$ cat config.mk
export PLATFORM = sky130hd
export DESIGN_NAME = aes_addkey
export DESIGN_NICKNAME = d
export VERILOG_FILES = /design/src/rtl/aes_pkg.sv /design/src/rtl/aes_addkey_lane.sv /design/src/rtl/aes_addkey.sv
export SDC_FILE = /design/constraint.sdc
export NUM_CORES = 1
export LEC_CHECK = 0
export BUFFER_PORTS_ARGS = -buffer_cell sky130_fd_sc_hd__buf_4
export CORE_MARGIN = 4
export CORE_UTILIZATION = 60
export CTS_BUF_LIST = sky130_fd_sc_hd__clkbuf_8
export CTS_CLUSTER_DIAMETER = 60
export DETAILED_ROUTE_END_ITERATION = 8
export PLACE_DENSITY_LB_ADDON = 0.2
export SLEW_MARGIN = 30
export SYNTH_ARGS = -nofsm -noshare
export SYNTH_HDL_FRONTEND = slang
export SYNTH_SLANG_ARGS = --single-unit
$ cat constraint.sdc
create_clock -name clk -period 4.75 [get_ports clk]
set_input_delay 0.95 -clock clk [delete_from_list [all_inputs] [get_ports clk]]
set_output_delay 0.95 -clock clk [all_outputs]
set_load 0.03 [all_outputs]
$ cat src/rtl/aes_pkg.sv
// Shared AES stage definitions: block type, block width and handshake states.
package aes_pkg;

    localparam int AES_BLOCK_W = 128;

    typedef logic [AES_BLOCK_W-1:0] aes_block_t;

    // Handshake states common to every AES stage block.
    typedef enum logic [1:0] {
        IDLE = 2'd0,
        BUSY = 2'd1,
        DONE = 2'd2
    } aes_hs_state_e;

    // Lane counter width; a single-lane build still needs a 1-bit counter.
    function automatic int lane_cnt_w(input int nlanes);
        return (nlanes > 1) ? $clog2(nlanes) : 1;
    endfunction

endpackage

$ cat src/rtl/aes_addkey_lane.sv
// Combinational XOR of one LANE_W-bit lane of state and key, picked by lane index.
module aes_addkey_lane
    import aes_pkg::*;
#(
    parameter int LANE_W = 32,
    parameter int CNT_W  = 2
) (
    input  aes_block_t        in_blk,
    input  aes_block_t        key_blk,
    input  logic [CNT_W-1:0]  lane_idx,
    output logic [LANE_W-1:0] lane_xor
);

    localparam int NLANES = AES_BLOCK_W / LANE_W;

    // Lane mux and XOR; lane i occupies bits [i*LANE_W +: LANE_W].
    always_comb begin
        lane_xor = '0;
        for (int i = 0; i < NLANES; i++) begin
            if (lane_idx == CNT_W'(i)) begin
                lane_xor = in_blk[i*LANE_W +: LANE_W] ^ key_blk[i*LANE_W +: LANE_W];
            end
        end
    end

endmodule

$ cat src/rtl/aes_addkey.sv
// AES AddRoundKey stage: state XOR round key, one lane per cycle, level start/finish handshake.
//
// state | meaning
// ------+-----------------------------------------------------------------
// IDLE  | waiting for start; operands captured on the edge that sees start
// BUSY  | one lane XORed per cycle; start low here aborts back to IDLE
// DONE  | result complete; finish held while start stays high
module aes_addkey
    import aes_pkg::*;
#(
    parameter int LANE_W = 32
) (
    input  logic       clk,
    input  logic       rst,
    input  logic       start,
    input  aes_block_t in,
    input  aes_block_t key,
    output logic       finish,
    output aes_block_t addkey
);

    localparam int NLANES = AES_BLOCK_W / LANE_W;
    localparam int CNT_W  = lane_cnt_w(NLANES);
    localparam logic [CNT_W-1:0] LAST_LANE = CNT_W'(NLANES - 1);

    aes_hs_state_e    state_q, state_d;
    logic [CNT_W-1:0] cnt_q, cnt_d;
    aes_block_t       in_q, in_d;
    aes_block_t       key_q, key_d;
    aes_block_t       addkey_q, addkey_d;
    logic             finish_q, finish_d;
    logic [LANE_W-1:0] lane_xor;

    aes_addkey_lane #(
        .LANE_W (LANE_W),
        .CNT_W  (CNT_W)
    ) u_lane (
        .in_blk   (in_q),
        .key_blk  (key_q),
        .lane_idx (cnt_q),
        .lane_xor (lane_xor)
    );

    // Next-state, counter, operand and result logic.
    always_comb begin
        state_d  = state_q;
        cnt_d    = cnt_q;
        in_d     = in_q;
        key_d    = key_q;
        addkey_d = addkey_q;
        finish_d = 1'b0;
        case (state_q)
            IDLE: begin
                if (start) begin
                    in_d    = in;
                    key_d   = key;
                    cnt_d   = '0;
                    state_d = BUSY;
                end
            end
            BUSY: begin
                if (!start) begin
                    // Abort: partial result stays in addkey, finish never rises.
                    cnt_d   = '0;
                    state_d = IDLE;
                end else begin
                    for (int i = 0; i < NLANES; i++) begin
                        if (cnt_q == CNT_W'(i)) begin
                            addkey_d[i*LANE_W +: LANE_W] = lane_xor;
                        end
                    end
                    if (cnt_q == LAST_LANE) begin
                        cnt_d   = '0;
                        state_d = DONE;
                    end else begin
                        cnt_d = cnt_q + 1'b1;
                    end
                end
            end
            DONE: begin
                // Staying here while start is high is what prevents a retrigger.
                if (start) begin
                    finish_d = 1'b1;
                end else begin
                    state_d = IDLE;
                end
            end
            default: begin
                state_d = IDLE;
            end
        endcase
    end

    // State and datapath registers with asynchronous active-low reset.
    always_ff @(posedge clk or negedge rst) begin
        if (!rst) begin
            state_q  <= IDLE;
            cnt_q    <= '0;
            in_q     <= '0;
            key_q    <= '0;
            addkey_q <= '0;
            finish_q <= 1'b0;
        end else begin
            state_q  <= state_d;
            cnt_q    <= cnt_d;
            in_q     <= in_d;
            key_q    <= key_d;
            addkey_q <= addkey_d;
            finish_q <= finish_d;
        end
    end

    assign finish = finish_q;
    assign addkey = addkey_q;

endmodule

==> impl_metrics.toml <==
[run_status]
status = "completed"

[cts]
cts_num_sinks = 389
cts-buffers-inserted = 61
path_clk_slew_ns = 0.07
cts_setup_buffers = 0
hold_buffers = 0
cts_repair_resize_count = 0
cts_root_buffer = "sky130_fd_sc_hd__clkbuf_8"
cts_tree = "yes"
number_of_h_tree_levels = 2
clkLatencyLatePin_ns = 0.59
clock_path_buffers = 3

[logic_synthesis]
yosysTopAreaCellShare = 0.595
syn-instance-count = 1283
count_of_flip_flops_with_a_built_in_enable_after_synthesis = 0
net_count_synth = 1546
postSynthAreaPerCell_sq_um = 12.8
yosys-top-cells-area = "sky130_fd_sc_hd__dfrtp_1 (59%), sky130_fd_sc_hd__mux2_2 (15%), sky130_fd_sc_hd__xnor2_1 (5.1%)"
synth.top_cells.by_count = "sky130_fd_sc_hd__dfrtp_1 (389), sky130_fd_sc_hd__mux2_2 (225), sky130_fd_sc_hd__nand2_1 (192), sky130_fd_sc_hd__o21ai_1 (122), sky130_fd_sc_hd__xnor2_1 (96)"
ys_seq_elements = 389
synthArstFlopShare = 1.00
synth_warnings = 0
post_synth_num_cell_types = 29
synth_top_cell_by_area = "sky130_fd_sc_hd__dfrtp_1"
synth-seq-area-share = 0.595
synth.most_common_cell = "sky130_fd_sc_hd__dfrtp_1"
post_synth_instance_area_sq_um = 16400
synth_ff_type = "sky130_fd_sc_hd__dfrtp_1"

[pwr]
power_density_nw_per_um2 = 497
ir_drop_worst_vdd_mv = 0.350
pwr-share-seq = 0.434
proportion_of_power_drawn_by_combinational_gates = 0.281
power.leakage_nw = 9.78
cell_internal_power_mw = 6.90
power.net_switching_mw = 3.37
finalPower_mw = 10.3
power_frac_clock = 0.285
netSwitchingFraction = 0.328

[critical_path]
r2r_cells = 6
worstPathArrival_ns = 3.20
crit_path_class = "reg -> reg"
category_of_the_worst_setup_path_capture_point = "register"
r2r-start = "cnt_q[0]"
rrSetupSlack_ns = 2.01
critPathMaxFanout = 32
worst_ep_required_time_ns = 5.21
crit_reg_reg_endpoint = "addkey[0]"
worst_setup_path_start_kind = "register"

[route]
routedWlPerCell_microns = 20.2
routed-via-count = 11300
detail_route_antenna_nets = 0
final_wirelength_microns = 41600
drt_iter0_markers = 653
met2RoutedLength_microns = 20500
topRoutingLayerUsed = "met4"
detail_route.first_pass.iterations = 5
vias_per_cell = 5.48
post-route-drc-count = 0
routedLengthMet1_microns = 15800
routed-wl-met3_microns = 3450

[global_route]
antenna_found_initial = 0
grt_start_max_net_pins = 145
first_pass_grt_wire_length_microns = 64900
grt_overall_usage = 0.271
grt_overflow = 0
number_of_global_route_vias_before_repair = 11900

[floorplan]
placement_rows = 60
fp.coreArea_sq_um = 26900
num_io_pins = 388
chipWidth_microns = 173
die_area_sq_um = 30000
die_h_microns = 173
starting_utilization_of_the_core_area = 0.609

[timing]
final_critical_path_time_including_i_o_delays_and_setup_ns = 2.74
crit_share_post_route = 0.577
fin_worst_skew_ns = 0.00929
timing.slew.headroom = 0.374
setup_tns_ns = 0
grt_setup_unrepaired = "false"
timing.final.setup_violations = 0
timing_max_transition_violations_final = 0
timing_worst_slew_pin_value_ns = 0.939
final_hold_viol_count = 0
timing.fmax_mhz = 365

[layout]
antenna_cells_inserted = 0
drive_gt1_frac = 0.420
num-nets-final = 1936
area_growth_syn_to_layout_pct = 26.3
layout.filler_cells = 1764
final_design_area_no_fill_sq_um = 20700

[place]
port_buffers = 387
place_congestion = 0.821
hpwl_microns = 28900
dpl-instance-area_sq_um = 19400

[worst_hold_path]
holdCritPathClass = "in -> async"

[job]
cap_violations = 0
==> per-layer routing <==
layer,vias up,global-route usage
li1,5198,-
met1,5579,0.324
met2,412,0.458
met3,115,0.0842
met4,0,0.118
met5,-,0
==> power groups by stage <==
stage | logic, mW | clock network, mW | registers (mW)
detailed placement | 2.89 | 0 | 4.51
finish | 2.88 | 2.93 | 4.46
CTS | 2.91 | 2.97 | 4.46
floorplan | 1.14 | 0 | 5.06
global placement | 2.83 | 0 | 4.48
global route | 3.09 | 3.13 | 4.54
==> area by class of cell <==
cell class                      instances  area, sq um  share of cell area
Inverter                                2         7.51            0.000363
Clock inverter                         34          218              0.0105
Timing Repair Buffer                  399         3070               0.148
Tap cell                              341          427              0.0206
Sequential cell                       389         9730               0.471
Clock buffer                           79         1090              0.0526
Multi-Input combinational cell        820         6150               0.297
==> how the worst max path moves through the flow <==
stage             start           to  depth (start not counted)
2_1_floorplan     start    key_q[79]                          5
4_1_cts        cnt_q[0]    addkey[0]                          6
3_5_place_dp      start  addkey[106]                          6
6_report       cnt_q[0]    addkey[0]                          6
5_1_grt        cnt_q[0]   addkey[32]                          6
3_3_place_gp      start  addkey[106]                          6
==> cells by family (layout without fill, tap and decap cells) <==
| logic type | Yosys count | after routing | synth area share |
|---|---|---|---|
| AOI/OAI and AO/OA | 228 | 228 | 0.0780 |
| xor gates and xnor gates | 128 | 128 | 0.0685 |
| adders and majority gates | 4 | 4 | 0.00306 |
| buffers and inverters | 74 | 514 | 0.0306 |
| DFF | 389 | 389 | 0.595 |
| muxes | 256 | 256 | 0.176 |
| and+or+nand+nor | 204 | 204 | 0.0492 |
==> cell usage in the layout (no fill, tap or decap), drive strengths merged, types with 32 or more instances in the layout <==
cell type and count:
a21o 32, xor2 32, dfrtp 389, nand2 196, o22ai 32, clkbuf 79, buf 399, o21ai 160
mux2 256, xnor2 96
==> registers in the layout, indices dropped and copies added, names as in the netlist <==
signal	cells
addkey	128
cnt_q	2
finish	1
in_q	128
key_q	128
state_q	2
==> critical path: stages, from the launching register on <==
cell                       delay (ns)
sky130_fd_sc_hd__dfrtp_1         0.42
sky130_fd_sc_hd__inv_1           0.10
sky130_fd_sc_hd__ha_2            0.51
sky130_fd_sc_hd__nand2b_2        0.84
sky130_fd_sc_hd__o22ai_1         0.22
sky130_fd_sc_hd__o21ai_0         0.38
sky130_fd_sc_hd__o21ai_0         0.12
==> stage by stage <==
step           utilization  worst slack (ns)  hold slack, ns  std cells
6_report             0.770              2.01           0.399       2064
4_1_cts              0.770              2.04           0.422       2064
5_1_grt              0.770              1.84           0.448       2064
3_3_place_gp         0.721              2.00           0.464       1951
3_5_place_dp         0.721              1.97           0.472       1951
2_1_floorplan            -              2.82           0.479       1283
Power figures use the tool's default switching activity.
